## src/rtl/multicycle_controller.sv

```systemverilog
// rtl/multicycle_controller.sv - sequencing FSM for the multi-cycle RV32 datapath
module multicycle_controller #(
  parameter int MEM_TIMEOUT = 16,
  parameter int COUNT_WIDTH = 32
) (
  input  logic                   clk_i,
  input  logic                   reset_i,
  input  logic [6:0]             opcode_i,
  input  logic                   zero_i,
  input  logic                   mem_ready_i,
  output logic                   pc_write_o,
  output logic                   ir_write_o,
  output logic                   adr_src_o,
  output logic                   mem_read_o,
  output logic                   mem_write_o,
  output logic                   reg_write_o,
  output logic [1:0]             alu_src_a_o,
  output logic [1:0]             alu_src_b_o,
  output logic [1:0]             alu_op_o,
  output logic [1:0]             result_src_o,
  output logic [3:0]             state_o,
  output logic                   trap_o,
  output logic [1:0]             cause_o,
  output logic [COUNT_WIDTH-1:0] instret_o
);

  typedef enum logic [3:0] {
    S_FETCH  = 4'd0,
    S_DECODE = 4'd1,
    S_MEMADR = 4'd2,
    S_MEMRD  = 4'd3,
    S_MEMWB  = 4'd4,
    S_MEMWR  = 4'd5,
    S_EXECR  = 4'd6,
    S_EXECI  = 4'd7,
    S_ALUWB  = 4'd8,
    S_BEQ    = 4'd9,
    S_JAL    = 4'd10,
    S_TRAP   = 4'd15
  } state_t;

  localparam logic [6:0] OP_LW   = 7'b0000011;
  localparam logic [6:0] OP_SW   = 7'b0100011;
  localparam logic [6:0] OP_R    = 7'b0110011;
  localparam logic [6:0] OP_I    = 7'b0010011;
  localparam logic [6:0] OP_BEQ  = 7'b1100011;
  localparam logic [6:0] OP_JAL  = 7'b1101111;

  localparam int WAIT_W = $clog2(MEM_TIMEOUT + 1);
  localparam logic [WAIT_W-1:0] WAIT_LAST = WAIT_W'(MEM_TIMEOUT - 1);

  state_t              state;
  state_t              next_state;
  logic [WAIT_W-1:0]   wait_cnt;
  logic [1:0]          cause;
  logic [COUNT_WIDTH-1:0] instret;
  logic                is_wait;
  logic                timeout;
  logic                retire;

  // The last tolerated not-ready cycle is MEM_TIMEOUT-1; one more traps.
  assign is_wait = (state == S_FETCH) || (state == S_MEMRD) || (state == S_MEMWR);
  assign timeout = is_wait && !mem_ready_i && (wait_cnt == WAIT_LAST);
  assign retire  = (state == S_MEMWB) || (state == S_ALUWB) || (state == S_BEQ) ||
                   ((state == S_MEMWR) && mem_ready_i);

  // Next-state selection; a memory timeout overrides the normal successor.
  always_comb begin
    next_state = state;
    case (state)
      S_FETCH:  if (mem_ready_i) next_state = S_DECODE;
      S_DECODE: begin
        case (opcode_i)
          OP_LW, OP_SW: next_state = S_MEMADR;
          OP_R:         next_state = S_EXECR;
          OP_I:         next_state = S_EXECI;
          OP_BEQ:       next_state = S_BEQ;
          OP_JAL:       next_state = S_JAL;
          default:      next_state = S_TRAP;
        endcase
      end
      S_MEMADR: next_state = (opcode_i == OP_LW) ? S_MEMRD : S_MEMWR;
      S_MEMRD:  if (mem_ready_i) next_state = S_MEMWB;
      S_MEMWB:  next_state = S_FETCH;
      S_MEMWR:  if (mem_ready_i) next_state = S_FETCH;
      S_EXECR:  next_state = S_ALUWB;
      S_EXECI:  next_state = S_ALUWB;
      S_ALUWB:  next_state = S_FETCH;
      S_BEQ:    next_state = S_FETCH;
      S_JAL:    next_state = S_ALUWB;
      S_TRAP:   next_state = S_TRAP;
      default:  next_state = S_TRAP;
    endcase
    if (timeout) next_state = S_TRAP;
  end

  // State, wait counter, trap cause and retired-instruction counter.
  always_ff @(posedge clk_i) begin
    if (reset_i) begin
      state    <= S_FETCH;
      wait_cnt <= '0;
      cause    <= 2'b00;
      instret  <= '0;
    end else begin
      state <= next_state;
      if (next_state != state) begin
        wait_cnt <= '0;
      end else if (is_wait && !mem_ready_i) begin
        wait_cnt <= wait_cnt + 1'b1;
      end
      if (timeout) begin
        cause <= 2'b10;
      end else if ((state == S_DECODE) && (next_state == S_TRAP)) begin
        cause <= 2'b01;
      end
      if (retire) instret <= instret + 1'b1;
    end
  end

  // Control word decoded from the current state; enables are gated off during reset.
  always_comb begin
    pc_write_o   = 1'b0;
    ir_write_o   = 1'b0;
    adr_src_o    = 1'b0;
    mem_read_o   = 1'b0;
    mem_write_o  = 1'b0;
    reg_write_o  = 1'b0;
    alu_src_a_o  = 2'b00;
    alu_src_b_o  = 2'b00;
    alu_op_o     = 2'b00;
    result_src_o = 2'b00;
    case (state)
      S_FETCH: begin
        mem_read_o   = 1'b1;
        alu_src_b_o  = 2'b10;
        result_src_o = 2'b10;
        ir_write_o   = mem_ready_i;
        pc_write_o   = mem_ready_i;
      end
      S_DECODE: begin
        alu_src_a_o = 2'b01;
        alu_src_b_o = 2'b01;
      end
      S_MEMADR: begin
        alu_src_a_o = 2'b10;
        alu_src_b_o = 2'b01;
      end
      S_MEMRD: begin
        mem_read_o = 1'b1;
        adr_src_o  = 1'b1;
      end
      S_MEMWB: begin
        reg_write_o  = 1'b1;
        result_src_o = 2'b01;
      end
      S_MEMWR: begin
        mem_write_o = 1'b1;
        adr_src_o   = 1'b1;
      end
      S_EXECR: begin
        alu_src_a_o = 2'b10;
        alu_op_o    = 2'b10;
      end
      S_EXECI: begin
        alu_src_a_o = 2'b10;
        alu_src_b_o = 2'b01;
        alu_op_o    = 2'b10;
      end
      S_ALUWB: reg_write_o = 1'b1;
      S_BEQ: begin
        alu_src_a_o = 2'b10;
        alu_op_o    = 2'b01;
        pc_write_o  = zero_i;
      end
      S_JAL: begin
        alu_src_a_o = 2'b01;
        alu_src_b_o = 2'b10;
        pc_write_o  = 1'b1;
      end
      default: ;
    endcase
    if (reset_i) begin
      pc_write_o  = 1'b0;
      ir_write_o  = 1'b0;
      mem_read_o  = 1'b0;
      mem_write_o = 1'b0;
      reg_write_o = 1'b0;
    end
  end

  assign state_o   = state;
  assign trap_o    = (state == S_TRAP);
  assign cause_o   = cause;
  assign instret_o = instret;

endmodule

```

## config.mk

```make
export PLATFORM = sky130hd
export DESIGN_NAME = multicycle_controller
export DESIGN_NICKNAME = d
export VERILOG_FILES = /design/src/rtl/multicycle_controller.sv
export SDC_FILE = /design/constraint.sdc
export NUM_CORES = 1
export LEC_CHECK = 0
export ABC_AREA = 1
export ABC_CLOCK_PERIOD_IN_PS = 2700
export CAP_MARGIN = 10
export CORE_MARGIN = 3
export CORE_UTILIZATION = 54
export DETAILED_ROUTE_END_ITERATION = 7
export PLACE_DENSITY = 0.86
export RECOVER_POWER = 50
export SLEW_MARGIN = 40
export SYNTH_ARGS = -nofsm -noshare
export SYNTH_HDL_FRONTEND = slang
export SYNTH_SLANG_ARGS = --single-unit
```

## constraint.sdc

```tcl
create_clock -name clk_i -period 2.7 [get_ports clk_i]
set_clock_uncertainty 0.15 [all_clocks]
set_input_delay 0.81 -clock clk_i [delete_from_list [all_inputs] [get_ports clk_i]]
set_output_delay 0.81 -clock clk_i [all_outputs]
set_load 0.05 [all_outputs]
```

== Yosys cells after proc, flatten, opt, wreduce, memory -nomap -nowiden ==
Index checks and enable logic that the tools add are counted.
Storage, ports and cells
  output and inout port bits: 53
  word-level logic and storage cells: 76
  input bits: 11
  register bits: 43
Operators by class
  reductions and logical operators: 25
  equality and inequality tests: 20
  muxes and demuxes: 24
  add/sub/neg operators: 2
Operators by type and width (number)
  adder 32 x 1 -> 32 bit, second input constant: 1
  case mux 4 bit (7 select lines): 1
  == test 4 bit, second input constant: 5
  case mux 4 bit (5 select lines): 1
  OR reduction 2 bit: 9
  == test 4 x 3 -> 1 bit, second input constant: 4
  2-to-1 mux 4 bit: 4
  case mux 2 bit (2 select lines): 4
  == test 7 x 6 -> 1 bit, second input constant: 2
  == test 7 bit, second input constant: 2
  2-to-1 mux 1 bit: 10
  OR reduction 3 bit: 3
  == test 4 x 2 -> 1 bit, second input constant: 2
  == test 7 x 2 -> 1 bit, second input constant: 1
  == test 7 x 5 -> 1 bit, second input constant: 1
  adder 5 x 1 -> 5 bit, second input constant: 1
  == test 5 x 4 -> 1 bit, second input constant: 1
  logical OR 1 bit: 5
  == test 4 x 1 -> 1 bit, second input constant: 1
  logical AND 1 bit: 4
  logical NOT 4 bit: 1
  2-to-1 mux 2 bit: 2
  inequality test 4 bit: 1
  OR reduction 4 bit: 1
  other kinds (4): 4

== Depth between registers and ports, before layout ==
  depth after elaboration: 10
  mapped depth: 12
  mapped depth without buffers: 12

== Worst setup path after synthesis ==
No wires, ideal clock.
  path type: reg2out
  from: reg state[3] (netlist: state_o[3])
  to: out pc_write_o
  cell stages (with the launch flop): 7
  arrival: 2.397 ns
  slack: -0.657 ns
  required time: 1.740 ns
  buffers on the path: 0
  cells stage by stage: dfxtp_1 -> inv_2 -> nor2_2 -> nand2_2 -> inv_1 -> nand2_1 -> a31oi_1
Between the ends
  cells in the longest elaborated chain, start to end: 3
  elaborated cells between the ends (all ways): 5
  classes of those cells: eq/ne: 2; mux: 2; reduce/logical: 1
Ends and longest elaborated chain
  start, declared: line 52  | state_t state;
  start signal, assigned: line 105  | state <= next_state;
  == test 4 bit or logical NOT 4 bit (tied branches): line 132  | case (state)
  case mux 1 bit (3 select lines) (*): line 132
  2-to-1 mux 1 bit (*): line 182  | if (reset_i) begin
  end, declared: line 11  | output logic pc_write_o,
Mark *: on every way between the ends. The rest lies on a longest branch, timed or not.

== Final worst setup path ==
  from: in zero_i
  to: out pc_write_o
Between the ends
  cells in the longest elaborated chain, start to end: 2
Ends and longest elaborated chain
  start, declared: line 9  | input logic zero_i,
  case mux 1 bit (3 select lines): line 132
  2-to-1 mux 1 bit: line 182
Every way passes these cells.

==> qor.yml <==
fill_cells: 385
ant_nets: 0
vdd_drop_max_v: 0.0006378
drv_slew: 0
slowest_delay_ns: 0.45
seq_area_um2: 869.6
worst_slack_ns: 0.05728
fin_crit_sh: 0.9788
pwr_density_cell_nw_per_um2: 780.7
ctsHoldBuffers: 0
grt_pass1_wl_um: 13090
fin_total_pwr_mw: 2.883
numCtsBuffers: 5
cts_tree: "yes"
r2r-end: "instret_o[15]$_SDFFE_PP0P_"
hpwl_um: 5668
wirelength_um: 7602
slew_headroom: 0.5779
slowest_stage: "clkdlybuf4s50_1"
crit_path_start_kind: "primary input"
syn_area_um2: 2715
cp-end-kind: "output port"
synth_nets: 427
io_pins: 64
cts_root_buffer: "clkbuf_8"
hold_viol: 0
grt_pass1_vias: 2921
hp-start: "cause_o[0]$_SDFFE_PP0P_"
start_util: 0.5673
core_um2: 4786
drc: 0
finalCoreUtilization: 0.7715
dieWidth_um: 76.91
arrival_ns: 1.68
ctsLongestPathBuffers: 2
worstRegToRegCells: 11
status: "complete, no violations"
fmax_mhz: 378.4
crit_path_cell_trace: "clkdlybuf4s50_1 > nand2_1 > a31oi_4 > buf_12"
synthCells: 413
path_class: "in -> out"
leakagePower_nw: 1.443
rrSetupSlack_ns: 0.27
min_period_ns: 2.643
yosys_register_bits: 43
syn2layout_area_growth_pct: 35.99
drt-pass1-iter-count: 5
chipHeight_um: 76.91
holdPathEnd: "cause_o[0]$_SDFFE_PP0P_"
drt_iter0_markers: 244
min_path_cells: 2
path_clk_slew_ns: 0.07
ys_warn_count: 0
maxCapViolations: 0
n_antenna_cell: 0
critPathLaunch: "zero_i"
cp_top_family: "buffers and inverters"
cp.required_ns: 1.74
portBuffers: 63
grt-ovfl-total: 0
ys_types: 34
vias: 3059
grt_start_max_net_pins: 23
antenna_found_initial: 0
place_congestion: 0.8923
die_area_um2: 5915
viasPerCell: 5.542
row_count: 25
hp-class: "reg -> reg"
final_nets: 499
syn_avg_cell_area_um2: 6.574
wire_per_inst_um: 13.77
clock-sinks: 43
cts.htree.levels: 2
place_ws_ns: -0.08597
cp.buffers_inverters: 2
synth-seq-area-share: 0.3171
worst_slew_pin_slew_ns: 0.6324
rsz0062_at_grt: "true"
grt_use_total: 0.2689
finalSetupViolCount: 0
r2r_start: "state_o[2]$_SDFF_PP0_"
multi_input_area_um2: 1623
drive_above_1_share: 0.1402
insertion_delay_ns: 0.31
crit_fanout: 1
-- cells in the final DEF, fill, tap and decap left out, drive strengths merged, types with 2 or more instances in the layout --
master,instances
nand2,109
inv,54
nor2,52
dfxtp,43
clkdlybuf4s50,40
nand3,38
a21oi,29
nor3,23
buf,21
o21ai,14
clkbuf,10
nand4,8
xnor2,7
xor2,6
dlygate4sd3,5
a31oi,5
o21a,4
nor3b,4
ha,3
dlygate4sd2,2
nand3b,2
-- registers in the layout (all words and copies together), names as in the netlist --
name,cells
cause_o,2
instret_o,32
state_o,4
wait_cnt,5
-- worst max-delay path by stage --
stage | endpoint | slack (ns) | cells after the start
floorplan | mem_write_o | -0.18 | 3
global placement | pc_write_o | -0.06 | 4
detailed placement | pc_write_o | -0.09 | 4
CTS | state_o[2] | 0.02 | 1
global route | pc_write_o | -0.02 | 5
finish | pc_write_o | 0.06 | 4
-- cells by family (layout without fill, tap and decap cells) --
| logic type | after synthesis | after routing | synth area share |
|---|---|---|---|
| and+or+nand+nor | 238 | 238 | 0.4277 |
| buffers and inverters | 62 | 134 | 0.08940 |
| AOI/OAI and AO/OA | 53 | 53 | 0.1060 |
| DFF | 43 | 43 | 0.3171 |
| xor gates and xnor gates | 13 | 13 | 0.04194 |
| adders and majority gates | 3 | 3 | 0.01383 |
| muxes | 1 | 1 | 0.004147 |
-- cell type report --
cell class              instances  share of cell area
clock inverters                 1            0.001355
clock buffers                   6             0.02237
inverters                      55             0.05693
repair buffers                 72              0.2216
flip-flops and latches         43              0.2355
multi-input cells             308              0.4395
well taps                      67             0.02270
-- layer usage --
layer  GRT usage  vias up  wire length [um]
met1      0.3212     1399              3021
li1            -     1491                 -
met5           0        -                 0
met2      0.4747      154              3892
met3     0.06221       15               570
met4     0.08333        0               116
-- tightest hold or removal path, delay by kind of cell (launching register included) --
kind / cells / cell delay, ns
AO/OA/AOI/OAI: 1 / 0.05
buffers and inverters: 1 / 0.05
flip-flops: 1 / 0.31
-- Yosys cell counts (all sizes together) --
cell type  instances  share of area
inv               55          0.076
a31oi              5          0.012
o211ai             1         0.0028
mux2               1         0.0041
nor2              52          0.087
xnor2              7          0.023
buf                3         0.0078
and3               1         0.0023
nor3              23          0.052
o21a               4          0.011
xor2               6          0.019
o21ai             14          0.027
nand4              8          0.018
nand3             38          0.088
nand3b             2         0.0069
nor3b              4          0.011
clkbuf             4         0.0055
a21oi             29          0.053
nor4               1         0.0023
ha                 3          0.014
nand2            109           0.16
dfxtp             43           0.32
-- where the power goes --
part,switching (mW),internal (mW)
Combinational,1.10,0.610
Sequential,0.0744,0.676
Clock,0.222,0.201
Total,1.40,1.49
-- repair_timing --
item,in CTS,in global routing
setup endpoints to repair,4,3
buffers inserted,0,0
gates resized for setup,8,4
pin swaps,2,0
-- through the flow --
stage,setup TNS (ns),std cells,hold slack [ns],area [um2]
after floorplan,-0.4129,413,0.3711,2748
after detailed placement,-0.2102,545,0.3000,3631
after global placement,-0.1266,545,0.2953,3631
after global routing,-0.01744,552,0.3243,3692
final,0,552,0.3070,3692
after CTS,0,552,0.3161,3735
No activity file was read; power rests on OpenSTA's default activity.
==> variant, RTL diff (config.mk and constraints unchanged) <==
The parameter `MEM_TIMEOUT` goes from 16 to 8.
--- a/src/rtl/multicycle_controller.sv
+++ b/src/rtl/multicycle_controller.sv
@@ -1,5 +1,5 @@
 // rtl/multicycle_controller.sv - sequencing FSM for the multi-cycle RV32 datapath
 module multicycle_controller #(
-  parameter int MEM_TIMEOUT = 16,
+  parameter int MEM_TIMEOUT = 8,
   parameter int COUNT_WIDTH = 32
 ) (
Function: changed (Yosys sat finds a counterexample within 10 cycles, from zero or initial values and one cycle with reset_i high).
==> variant against the original RTL <==
Fmax increased by 1.0%; synthesized area is 1.7% higher; sequential cell count is 1 lower; non-clock buffer count down 1; routed wire length up 1.9%; global-route usage fell by 0.93 points; power increased by 6.6%; setup slack improved by 0.027 ns; combinational power up 13%; design area grew 0.75%; hold slack improved by 0.026 ns.
==> variant: results (changes against the original RTL) <==
- Status: finished clean (unchanged)
- R2R setup slack: 0.53 ns (was 0.27 ns)
- Worst slew pin tran: 0.599 ns (was 0.632 ns)
- Reg2reg start: instret_o[0]$_SDFFE_PP0P_ (was state_o[2]$_SDFF_PP0_)
- Area share of fa/ha/maj cells after synthesis: 0.906% (was 1.38%)
- Routed length per instance: 13.5 µm (was 13.8 µm)
- Mapped Avg Cell Area: 6.29 µm² (was 6.57 µm²)
- Net Count, Synth: 452 (was 427)
- WHS Endpoint: cause_o[1]$_SDFFE_PP0P_ (was cause_o[0]$_SDFFE_PP0P_)
- Pint: 0.00155 W (was 0.00149 W)
- CP arrival: 1.66 ns (was 1.68 ns)
- Final hold slack: 0.333 ns (was 0.307 ns)
- Post-Synth XOR/XNOR Area: 4.12% (was 4.19%)
- Vias: 3111 (was 3059)
- Post-CTS Resized: 6 (was 8)
- Total GRT Usage: 26.0% (was 26.9%)
- R2R Path End: instret_o[14]$_SDFFE_PP0P_ (was instret_o[15]$_SDFFE_PP0P_)
- Vias in the first global route: 2776 (was 2921)
- Mux cell area share after synthesis: 0.408% (was 0.415%)
- Synth top cells by count: 114 x nand2_1, 59 x nor2_1, 52 x inv_1, 42 x dfxtp_1, 31 x a21oi_1 (was 103 x nand2_1, 50 x inv_1, 44 x nor2_1, 43 x dfxtp_1, 31 x nand3_1)
- Sequential share of the synthesized area: 30.4% (was 31.7%)
- Fillers: 415 (was 385)
- Worst r2r path cells: 9 (was 11)
- DP Wirelength: 6030 µm (was 5670 µm)
- Delay-heaviest family, CP: simple AND/OR/NAND/NOR gates (was buffers and inverters)
- First-pass GRT wire length: 12800 µm (was 13100 µm)
- Largest net degree at the start of global routing: 27 (was 23)
- Crit path launch: state_o[3]$_SDFF_PP0_ (was zero_i)
- Later-pin clock latency in the skew report: 0.29 ns (was 0.31 ns)
- P&R area growth vs syn: 34.7% (was 36.0%)
variant: cell families after synthesis:
logic type,Yosys count
simple gates,262
compound gates,54
mux,1
flops,42
xor+xnor,13
fa+ha+maj,2
buf+inv,65
variant: area by class of cell:
type,count,area share [%]
repair buffers,71,21.4
clock buffers,7,2.05
inverters,57,5.75
flip-flops and latches,42,22.8
well taps,67,2.25
multi-input cells,332,45.8
variant: through the flow:
step | total power [W] | TNS [ns] | setup slack [ns]
finish | 0.00307 | 0 | 0.0846
global route | 0.00323 | 0 | 0.0388
CTS | 0.00309 | 0 | 0.00498
detailed placement | 0.00269 | -0.446 | -0.127
global placement | 0.00265 | -0.168 | -0.0813
floorplan | 0.00198 | -0.295 | -0.295
variant: routing by layer:
layer / wire, µm / GRT usage, % / up-vias
met5: 0 / 0 / -
met4: 89 / 5.87 / 0
met3: 496 / 3.94 / 10
met2: 3730 / 44.4 / 109
met1: 3440 / 34.5 / 1441
li1: - / - / 1551
